### src/rtl/router_port_rx.sv
// Serial router input port receiver: deserialises address and payload bits
// into bytes and buffers them with packet framing flags in a small FIFO.
module router_port_rx #(
    parameter int FIFO_DEPTH = 4
) (
    input  logic       clock,
    input  logic       reset_n,
    input  logic       din,
    input  logic       frame_n,
    input  logic       valid_n,
    output logic       out_valid,
    input  logic       out_ready,
    output logic [3:0] out_addr,
    output logic [7:0] out_data,
    output logic       out_sop,
    output logic       out_eop,
    output logic       err_frame,
    output logic       overflow,
    output logic       busy_n
);

    localparam int PTR_W = (FIFO_DEPTH > 1) ? $clog2(FIFO_DEPTH) : 1;
    localparam int CNT_W = PTR_W + 1;
    localparam logic [PTR_W-1:0] PTR_ONE = PTR_W'(1);
    localparam logic [CNT_W-1:0] CNT_ONE = CNT_W'(1);
    localparam logic [CNT_W-1:0] CNT_FULL = CNT_W'(FIFO_DEPTH);

    typedef enum logic [1:0] {IDLE, ADDR, PAD, DATA} state_t;

    state_t      state, state_next;
    logic [2:0]  bit_cnt, bit_cnt_next;
    logic [3:0]  addr_reg, addr_next;
    logic [7:0]  byte_reg, byte_next;
    logic        first, first_next;
    logic        take_bit;
    logic        push, push_eop, err_next;

    logic [13:0]      mem [FIFO_DEPTH];
    logic [PTR_W-1:0] wr_ptr, rd_ptr;
    logic [CNT_W-1:0] count;
    logic             full, pop, do_write;
    logic [13:0]      push_entry;

    always_comb begin
        state_next   = state;
        bit_cnt_next = bit_cnt;
        addr_next    = addr_reg;
        byte_next    = byte_reg;
        first_next   = first;
        take_bit     = 1'b0;
        push         = 1'b0;
        push_eop     = 1'b0;
        err_next     = 1'b0;

        case (state)
            IDLE: begin
                if (!frame_n) begin
                    addr_next    = {3'b000, din};
                    bit_cnt_next = 3'd1;
                    first_next   = 1'b1;
                    state_next   = ADDR;
                end
            end
            ADDR: begin
                if (frame_n) begin
                    err_next     = 1'b1;
                    bit_cnt_next = 3'd0;
                    state_next   = IDLE;
                end else begin
                    addr_next[bit_cnt[1:0]] = din;
                    if (bit_cnt == 3'd3) begin
                        bit_cnt_next = 3'd0;
                        state_next   = PAD;
                    end else begin
                        bit_cnt_next = bit_cnt + 3'd1;
                    end
                end
            end
            PAD: begin
                if (frame_n) begin
                    err_next     = 1'b1;
                    bit_cnt_next = 3'd0;
                    state_next   = IDLE;
                end else if (!valid_n) begin
                    take_bit = 1'b1;
                end
            end
            DATA: begin
                if (!valid_n) take_bit = 1'b1;
            end
            default: state_next = IDLE;
        endcase

        // A payload bit either completes a byte (push) or, if it is the last
        // bit of the frame on a partial byte, aborts the packet tail.
        if (take_bit) begin
            byte_next[bit_cnt] = din;
            state_next         = DATA;
            if (bit_cnt == 3'd7) begin
                push         = 1'b1;
                push_eop     = frame_n;
                first_next   = 1'b0;
                bit_cnt_next = 3'd0;
                if (frame_n) state_next = IDLE;
            end else if (frame_n) begin
                err_next     = 1'b1;
                bit_cnt_next = 3'd0;
                state_next   = IDLE;
            end else begin
                bit_cnt_next = bit_cnt + 3'd1;
            end
        end
    end

    always_ff @(posedge clock or negedge reset_n) begin
        if (!reset_n) begin
            state     <= IDLE;
            bit_cnt   <= 3'd0;
            addr_reg  <= 4'd0;
            byte_reg  <= 8'd0;
            first     <= 1'b0;
            err_frame <= 1'b0;
            busy_n    <= 1'b1;
        end else begin
            state     <= state_next;
            bit_cnt   <= bit_cnt_next;
            addr_reg  <= addr_next;
            byte_reg  <= byte_next;
            first     <= first_next;
            err_frame <= err_next;
            busy_n    <= (state_next == IDLE);
        end
    end

    // A push into a full FIFO still lands when the head is popped the same edge.
    assign full       = (count == CNT_FULL);
    assign pop        = out_valid & out_ready;
    assign do_write   = push & (~full | pop);
    assign push_entry = {addr_reg, byte_next, first, push_eop};

    always_ff @(posedge clock) begin
        if (do_write) mem[wr_ptr] <= push_entry;
    end

    always_ff @(posedge clock or negedge reset_n) begin
        if (!reset_n) begin
            wr_ptr   <= '0;
            rd_ptr   <= '0;
            count    <= '0;
            overflow <= 1'b0;
        end else begin
            if (do_write) wr_ptr <= wr_ptr + PTR_ONE;
            if (pop)      rd_ptr <= rd_ptr + PTR_ONE;
            case ({do_write, pop})
                2'b10:   count <= count + CNT_ONE;
                2'b01:   count <= count - CNT_ONE;
                default: count <= count;
            endcase
            if (push & full & ~pop) overflow <= 1'b1;
        end
    end

    assign out_valid = (count != '0);
    assign {out_addr, out_data, out_sop, out_eop} = out_valid ? mem[rd_ptr] : 14'd0;

endmodule

### config.mk
export PLATFORM = sky130hd
export DESIGN_NAME = router_port_rx
export DESIGN_NICKNAME = d
export VERILOG_FILES = /design/src/rtl/router_port_rx.sv
export SDC_FILE = /design/constraint.sdc
export NUM_CORES = 1
export LEC_CHECK = 0
export BUFFER_PORTS_ARGS = -buffer_cell sky130_fd_sc_hd__buf_2
export CORE_UTILIZATION = 44
export DETAILED_ROUTE_END_ITERATION = 10
export SETUP_SLACK_MARGIN = 0.05
export SLEW_MARGIN = 20
export SYNTH_ARGS = -nofsm -noshare
export SYNTH_HDL_FRONTEND = slang
export SYNTH_SLANG_ARGS = --single-unit
### constraint.sdc
create_clock -name clock -period 2.1 [get_ports clock]
set_clock_uncertainty 0.05 [all_clocks]
set_input_delay 0.315 -clock clock [delete_from_list [all_inputs] [get_ports clock]]
set_output_delay 0.315 -clock clock [all_outputs]
set_load 0.01 [all_outputs]
==> results of run 1 <==
## logic make-up (layout without fill, tap and decap cells)
group,Yosys count,count (layout),share of synthesized area
AO/OA/AOI/OAI,36,36,0.0696
XOR/XNOR,4,4,0.00885
adder cells (fa/ha/maj),18,18,0.0588
buffers and inverters,24,91,0.0297
flip-flops,84,84,0.602
multiplexers,32,32,0.131
AND/OR/NAND/NOR,65,65,0.0999
## layout make-up
class | count | area, um2 | share of cell area
Inverter | 14 | 55.1 | 0.0110
Tap cell | 108 | 135 | 0.0269
Timing Repair Buffer | 61 | 584 | 0.116
Multi-Input combinational cell | 155 | 1660 | 0.330
Clock inverter | 6 | 71.3 | 0.0142
Clock buffer | 10 | 128 | 0.0254
Sequential cell | 84 | 2390 | 0.476
## worst min-delay path by stage
| stage | slack (ns) | cells past startpoint | endpoint | startpoint |
|---|---|---|---|---|
| 2_1_floorplan | -0.03 | 0 | addr_reg[0] | reset_n |
| 3_3_place_gp | 0.34 | 1 | bit_cnt[0] | reset_n |
| 3_5_place_dp | 0.34 | 1 | bit_cnt[0] | reset_n |
| 4_1_cts | 0.27 | 3 | rd_ptr[1] | out_ready |
| 5_1_grt | 0.31 | 2 | addr_reg[0] | din |
| 6_report | 0.28 | 3 | rd_ptr[1] | out_ready |
## power by group
part           total, W  switching [W]  internal, W
Clock           0.00116       0.000602     0.000561
Combinational   0.00207       0.000945      0.00113
Sequential      0.00212       0.000163      0.00196
## per-layer routing
metal,share of wire,track usage,vias up,routed length (um)
li1,-,-,1118,-
met1,0.46,0.239,1178,3520
met2,0.50,0.264,34,3800
met3,0.029,0.0340,6,220
met4,0.010,0.0654,0,80
met5,0,0,-,0
## cell usage after synthesis (3+ instances only)
cell type / count
and2_1: 18
buf_2: 4
mux4_2: 14
nor2_1: 12
nand3_1: 5
clkbuf_1: 3
nand2_1: 3
buf_6: 3
a21oi_1: 6
xnor2_1: 4
ha_1: 17
nor2b_1: 3
o21ai_0: 6
dfrtp_1: 27
nand4_1: 3
edfxtp_1: 56
inv_1: 14
nor3_1: 6
a22o_1: 3
mux2_2: 12
mux2i_1: 4
## worst max-delay path, stage by stage, from the launching register on
cell and delay [ns]:
dfrtp_2 0.44, clkbuf_16 0.19, mux4_2 0.49, and2_4 0.17
buf_6 0.11
## what timing repair did
item / 4_1_cts / 5_1_grt
cloned: 0 / 3
pin swaps: 1 / 15
hold endpoints to repair: 27 / 0
hold buffers: 1 / 0
resized for setup: 6 / 41
setup buffers: 2 / 6
setup endpoints to repair: 41 / 94
## through the flow
stage,setup WS [ns],cell area (um2)
after global routing,-0.0896,5020
after detailed placement,0.0145,4470
after CTS,-0.0535,4720
final,-0.0255,5020
after global placement,0.0473,4470
after floorplan,0.00993,4020
==> impl_metrics.csv, run 1 <==
group,metric,value,unit
job,maxCapViolCount,0,
synth,synth_top_flop_cell,"edfxtp_1",
worst_setup_path,startpoint,"rd_ptr[0]",
power_and_ir_drop,ir_worst_vdd,0.619,mV
power_and_ir_drop,power.leakage,1.95,nW
finish,final_cells,438,
worst_hold_path,hold_class,"input pin to flip-flop",
synth,synth.top_cell.area_share,0.425,
finish,largest_reg_flops,56,
route,drt_first_pass_iters,4,
worst_setup_path,endpoint,"out_sop",
worst_setup_path,critPathArrivalTime,1.76,ns
sta,maxSlewViolCount,0,
sta,fin_tns_setup,-0.0491,ns
finish,area_growth,26.9,%
clocking,root_buffer,"clkbuf_8",
synth,synth_top_area_cell,"edfxtp_1",
sta,layout_min_cycle_time,2.13,ns
clocking,cts.sinks,84,
run_status,status,"finished with violations",
synth,syn_inst,263,
finish,final_common_cell,"edfxtp_1",
sta,min_period_over_period,1.01,
finish,layout_common_cells,"edfxtp_1 (56), buf_4 (26), dfrtp_1 (23)",
placed_design,dpl.cell_count,410,
floorplan,dieArea,0.00938,mm2
global_routing,track_usage,0.170,
sta,rsz0062_at_grt,"yes",
clocking,clock_latency,0.35,ns
global_routing,grt_pass1_vias,2413,
floorplan,chipHeight,96.8,um
global_routing,grt_start_max_net_pins,29,
sta,max_slew_margin,0.537,
clocking,cts.path.max_buffers,2,
worst_setup_path,worstPathMaxFanout,7,
synth,synth_nets,287,
route,drcViolationCount,0,
floorplan,fp.coreArea,0.00872,mm2
finish,fin_util,0.575,
sta,setup_viol,5,
synth,synth_edf_count,56,
worst_setup_path,rrSetupSlack,0.03,ns
sta,fin_ws,-0.0255,ns
sta,holdWs,0.284,ns
worst_setup_path,critPathLaunchType,"flip-flop",
synth,synth-async-reset-ratio,0.333,
floorplan,rows,34,
synth,synthTopCellsByArea,"edfxtp_1 (43%), dfrtp_1 (17%), mux4_2 (8.0%)",
clocking,cts_tree,"built",
synth,synth_cell_types,52,
clocking,cts_made_buffers,9,
finish,fin_nets,349,
route,drtAntennaViolNets,0,
sta,hold_violations,0,
global_routing,grt_antenna_before_repair,0,
worst_setup_path,r2r_start,"state[0]",
route,routed_wirelength,7.62,mm
finish,drive_gt1_frac,0.445,
sta,max_freq,470,MHz
clocking,htree_num_levels,3,
finish,n_antenna_cell,0,
floorplan,io_pins,24,
finish,fillerInstances,684,
worst_setup_path,critPathKind,"flip-flop to primary output",
synth,ys_seq_area_frac,0.602,
global_routing,grt_overflow_total,0,
synth,syn_area,0.00396,mm2
synth,ys_ff_latch,84,
global_routing,grt_pass1_wl,12.3,mm
power_and_ir_drop,total_power,0.00536,W
placed_design,hpwl,4.95,mm
run_status,violations,"negative setup slack",
worst_setup_path,cp_data_required_time,1.74,ns
route,wire_per_inst,17.4,um
synth,syn_avg_cell_area,15.0,um2
sta,tightest_slew,0.685,ns
route,vias_per_cell,5.33,
route,vias,2336,
floorplan,initial_utilization,0.454,
clocking,clkTransAtPathRegs,0.09,ns
placed_design,place_congestion,0.787,
placed_design,port_buffers,23,
worst_setup_path,cp-end-kind,"primary output",
floorplan,dieWidth,96.8,um
power_and_ir_drop,cellPowerDensity,1070,mW/mm2
synth,yosysWarnings,0,
worst_setup_path,rr_worst_depth,8,
worst_setup_path,reg2reg_to,"mem[3][5]",
route,drt-initial-drc-count,97,
Note: power is estimated with default switching activity, not from simulation.
==> run 2: changes to the inputs <==
- MAX_ROUTING_LAYER: not set -> met4
==> run 2 against run 1 <==
  * The run still ends with negative setup slack left
  * Register-to-register slack about the same
  * Total power shrank 0.11%
  * Cell count did not move
  * Worst hold slack gained 0.0066 ns
  * Sequential share of layout area unchanged
  * Via count is 0.26% higher
  * Maximum frequency increased by 0.14%
  * Sequential power hardly changed
  * Clock-buffer cell count did not move
  * Flip-flop and latch count did not move
==> impl_metrics.csv, run 2 (synthesis results as in run 1) <==
group,metric,value,unit
floorplan,rows,34,
floorplan,chipHeight,96.8,um
floorplan,dieWidth,96.8,um
placed_design,place_ws,0.0145,ns
finish,final_common_cell,"edfxtp_1",
clocking,cts_tree,"built",
power_and_ir_drop,clkPwrFrac,0.217,
sta,maxSlewViolCount,0,
clocking,clock_latency,0.34,ns
power_and_ir_drop,ir_worst_vdd,0.619,mV
route,drcViolationCount,0,
global_routing,grt_pass1_vias,2415,
placed_design,port_buffers,23,
sta,max_slew_margin,0.505,
route,drt-initial-drc-count,97,
global_routing,grt_antenna_before_repair,0,
floorplan,io_pins,24,
placed_design,place_congestion,0.798,
clocking,htree_num_levels,3,
sta,holdWs,0.291,ns
sta,max_freq,471,MHz
clocking,cts.path.max_buffers,2,
worst_setup_path,critPathKind,"flip-flop to primary output",
sta,fin_ws,-0.0226,ns
route,vias_per_cell,5.35,
finish,fin_nets,349,
worst_setup_path,cp_data_required_time,1.74,ns
finish,area_growth,26.9,%
power_and_ir_drop,combPwrFrac,0.386,
run_status,status,"finished with violations",
finish,layout_common_cells,"edfxtp_1 (56), buf_4 (26), dfrtp_1 (23)",
sta,hold_violations,0,
worst_setup_path,critPathLaunchType,"flip-flop",
worst_setup_path,cp-end-kind,"primary output",
finish,largest_reg_flops,56,
power_and_ir_drop,internal-power,0.00365,W
floorplan,fp.coreArea,0.00872,mm2
placed_design,hpwl,4.95,mm
route,vias,2342,
route,wire_per_inst,17.4,um
worst_setup_path,worstPathMaxFanout,7,
sta,tightest_slew,0.733,ns
global_routing,grt_start_max_net_pins,29,
worst_hold_path,hold_class,"input pin to flip-flop",
sta,layout_min_cycle_time,2.12,ns
global_routing,track_usage,0.176,
finish,n_antenna_cell,0,
finish,fin_util,0.575,
floorplan,initial_utilization,0.454,
clocking,root_buffer,"clkbuf_8",
power_and_ir_drop,p_seq_frac,0.397,
sta,fin_tns_setup,-0.0400,ns
finish,drive_gt1_frac,0.445,
clocking,cts.sinks,84,
job,maxCapViolCount,0,
route,routed_wirelength,7.61,mm
power_and_ir_drop,power.leakage,1.95,nW
global_routing,grt_pass1_wl,12.4,mm
worst_setup_path,critPathArrivalTime,1.76,ns
clocking,clkTransAtPathRegs,0.09,ns
run_status,violations,"negative setup slack",
sta,setup_viol,3,
global_routing,grt_overflow_total,0,
power_and_ir_drop,switching_share,0.318,
floorplan,dieArea,0.00938,mm2
power_and_ir_drop,p_sw,0.00170,W
route,drtAntennaViolNets,0,
sta,rsz0062_at_grt,"yes",
power_and_ir_drop,cellPowerDensity,1070,mW/mm2
route,drt_first_pass_iters,4,
sta,min_period_over_period,1.01,
clocking,cts_made_buffers,9,
run 2: through the flow:
step / cells / area, um2 / power [W]
6_report: 438 / 5020 / 0.00535
5_1_grt: 438 / 5020 / 0.00567
4_1_cts: 429 / 4720 / 0.00514
3_5_place_dp: 410 / 4470 / 0.00394
3_3_place_gp: 410 / 4470 / 0.00393
2_1_floorplan: 263 / 4020 / 0.00335
run 2: final timing paths:
check | slack [ns] | start | cells past startpoint | to
max | -0.02 | rd_ptr[0] | 4 | out_sop
min | 0.29 | out_ready | 3 | rd_ptr[1]
min reg2reg | 0.41 | overflow | 1 | overflow
min in group asynchronous | 0.47 | reset_n | 2 | bit_cnt[2]
max in group asynchronous | 1.05 | reset_n | 2 | state[1]
max reg2reg | 0.02 | state[0] | 8 | mem[2][5]
run 2: power groups by stage:
stage               Combinational [W]  Sequential [W]  Clock, W
floorplan                     0.00123         0.00212         0
global placement              0.00178         0.00214         0
detailed placement            0.00179         0.00215         0
CTS                           0.00184         0.00211   0.00119
global route                  0.00228         0.00215   0.00124
finish                        0.00207         0.00212   0.00116
run 2: final cells by class:
class                      count  area (um2)
timing repair buffer          61         584
clock buffer                  10         128
multi-input combinational    155        1660
tap                          108         135
sequential                    84        2390
fill                         684        3700
inverter                      14        55.1
clock inverter                 6        71.3
run 2: what timing repair did:
action	CTS	global route
hold buffers	1	0
gates cloned	0	3
resized for setup	6	41
endpoints found under the setup margin	41	94
hold endpoints to repair	27	0
pin swaps	1	15
buffers inserted	2	6
run 2: critical path, stage by stage, from the launching register on:
cell,delay (ns)
dfrtp_2,0.45
clkbuf_16,0.19
mux4_2,0.49
and2_4,0.17
buf_6,0.11
run 2: layer usage:
metal  GRT usage  part of all wire  up-vias  wire length (um)
li1            -                 -     1118                 -
met1       0.239              0.47     1181              3550
met2       0.264              0.50       36              3800
met3      0.0340             0.024        7               180
met4      0.0654             0.011        0                80
met5           -                 0        -                 0
==> run 3: changes to the inputs <==
- ABC_AREA: not set -> 1
==> run 3 against run 2 <==
  * The flow now finishes without violations
  * Clock-buffer cell count increased by 1
  * Sequential share of layout area up 4.8 points
  * Combinational power up 4%
  * First-iteration DRC count rose by 12%
  * Die area down 2.2%
  * Sequential power rose by 2%
  * Routed wire length down 3.9%
  * Worst hold slack lost 0.076 ns
  * Cell count increased by 20%
  * Largest cell class unchanged
==> impl_metrics.csv, run 3 <==
group,metric,value,unit
run_status,status,"completed",
worst_setup_path,critPathKind,"flip-flop to primary output",
synth,synth_top_area_cell,"edfxtp_1",
worst_setup_path,worstPathMaxFanout,12,
finish,fin_nets,441,
job,maxCapViolCount,0,
placed_design,place_area,0.00425,mm2
floorplan,initial_utilization,0.464,
placed_design,port_buffers,23,
clocking,cts.path.max_buffers,2,
global_routing,grt_overflow_total,0,
route,drt-initial-drc-count,109,
synth,synth_edf_count,56,
clocking,htree_num_levels,3,
power_and_ir_drop,cellPowerDensity,1220,mW/mm2
route,drt_first_pass_iters,4,
sta,hold_violations,0,
floorplan,io_pins,24,
sta,max_freq,508,MHz
synth,ys_ff_latch,84,
placed_design,dpl.cell_count,506,
clocking,cts.sinks,84,
finish,drive_gt1_frac,0.197,
synth,synth_cell_types,37,
synth,syn_avg_cell_area,10.4,um2
clocking,clock_latency,0.35,ns
finish,final_common_cell,"nor2_1",
finish,n_antenna_cell,0,
placed_design,hpwl,4.92,mm
sta,rsz0062_at_grt,"yes",
finish,fin_area,0.00455,mm2
finish,largest_reg_flops,56,
synth,synth_top_flop_cell,"edfxtp_1",
worst_setup_path,cp_data_required_time,1.74,ns
clocking,cts_tree,"built",
finish,final_cells,527,
worst_hold_path,hold_class,"input pin to flip-flop",
synth,yosysWarnings,0,
worst_setup_path,rr_worst_depth,13,
power_and_ir_drop,ir_worst_vdd,0.550,mV
global_routing,grt_pass1_vias,2426,
synth,syn_area,0.00387,mm2
worst_setup_path,critPathArrivalTime,1.61,ns
route,routed_wirelength,7.31,mm
synth,synth.top_cell.area_share,0.435,
finish,fillerInstances,726,
sta,max_slew_margin,0.558,
synth,synth_nets,396,
power_and_ir_drop,total_power,0.00557,W
clocking,clkTransAtPathRegs,0.08,ns
sta,maxSlewViolCount,0,
clocking,root_buffer,"clkbuf_8",
route,drcViolationCount,0,
global_routing,track_usage,0.184,
placed_design,place_congestion,0.899,
route,vias_per_cell,4.91,
finish,area_growth,17.7,%
finish,layout_common_cells,"nor2_1 (85), edfxtp_1 (56), inv_1 (35)",
synth,yosysMostFrequentCell,"nor2_1",
clocking,cts_made_buffers,9,
sta,setup_viol,0,
power_and_ir_drop,power.leakage,1.90,nW
sta,layout_min_cycle_time,1.97,ns
synth,synth-async-reset-ratio,0.333,
floorplan,dieWidth,95.7,um
placed_design,place_ws,0.0919,ns
floorplan,chipHeight,95.7,um
sta,min_period_over_period,0.938,
synth,synthTopCellsByArea,"edfxtp_1 (43%), dfrtp_1 (17%), nor2_1 (8.3%)",
route,vias,2588,
global_routing,grt_antenna_before_repair,0,
synth,syn_inst,372,
worst_hold_path,hold_depth,2,
sta,tightest_slew,0.663,ns
floorplan,rows,33,
global_routing,grt_pass1_wl,12.0,mm
synth,synth.top_cells.by_count,"nor2_1 (85), edfxtp_1 (56), inv_1 (38)",
route,drtAntennaViolNets,0,
sta,fin_ws,0.130,ns
global_routing,grt_start_max_net_pins,29,
floorplan,dieArea,0.00917,mm2
floorplan,fp.coreArea,0.00834,mm2
route,wire_per_inst,13.9,um
worst_setup_path,critPathLaunchType,"flip-flop",
synth,ys_seq_area_frac,0.617,
worst_setup_path,cp-end-kind,"primary output",
## run 3: cell count changes after synthesis, moves of 4 or more
cell / change
a21oi_1: +20
and2_1: -17
inv_1: +24
mux2_2: -11
mux2i_1: -4
mux4_2: -14
nand2_1: +29
nor2_1: +73
o21ai_0: +28
xnor2_1: -4
## run 3: timing repair
action                                  4_1_cts  5_1_grt
resized for setup                             0        9
endpoints found under the setup margin        0       15
buffers inserted                              0        4
hold buffers                                  1        0
hold endpoints to repair                     27        0
## run 3: worst paths after layout
kind	start	end	slack [ns]
setup / recovery	rd_ptr[0]	out_data[7]	0.13
hold / removal	frame_n	err_frame	0.21
setup reg to reg	state[0]	count[2]	0.14
hold reg to reg	overflow	overflow	0.43
max in group asynchronous	reset_n	bit_cnt[1]	1.05
min in group asynchronous	reset_n	state[1]	0.47
## run 3: logic make-up (layout without fill, tap and decap cells)
group / Yosys count / count (layout) / synth area share
compound gates: 70 / 70 / 0.0961
xor+xnor: 3 / 3 / 0.00680
fa+ha+maj: 18 / 18 / 0.0602
buf+inv: 51 / 101 / 0.0518
flops: 84 / 84 / 0.617
mux: 1 / 1 / 0.00291
simple gates: 145 / 145 / 0.166
## run 3: metrics by stage
stage | hold WS, ns | utilization | setup TNS, ns
final | 0.215 | 0.545 | 0
after global routing | 0.206 | 0.545 | 0
after CTS | 0.202 | 0.537 | 0
after detailed placement | 0.342 | 0.509 | 0
after global placement | 0.334 | 0.509 | 0
after floorplan | -0.0306 | - | -7.76
## run 3: power by group
group	internal, W	switching, W	leakage [nW]	total [W]
clock	0.000677	0.000579	0.104	0.00126
combinational	0.000888	0.00127	0.968	0.00216
sequential	0.00198	0.000178	0.830	0.00216
## run 3: per-layer routing
metal / GRT usage / wire length, um / up-vias
li1: - / - / 1322
met1: 0.231 / 3420 / 1221
met2: 0.294 / 3580 / 34
met3: 0.0442 / 211 / 11
met4: 0.0622 / 96 / 0
met5: - / 0 / -
## run 3: area by class of cell
class | instances | area (um2) | area share
flip-flops and latches | 84 | 2380 | 0.524
multi-input cells | 237 | 1300 | 0.285
repair buffers | 44 | 358 | 0.0787
inverters | 41 | 161 | 0.0355
clock buffers | 11 | 131 | 0.0289
well taps | 105 | 131 | 0.0289
clock inverters | 5 | 85.1 | 0.0187
## run 3: worst max-delay path: stages (launching register included)
cell     delay (ns)
dfrtp_1        0.45
buf_4          0.23
nor2_1         0.07
nor2_1         0.09
o21ai_0        0.09
a21oi_1        0.17
buf_2          0.15
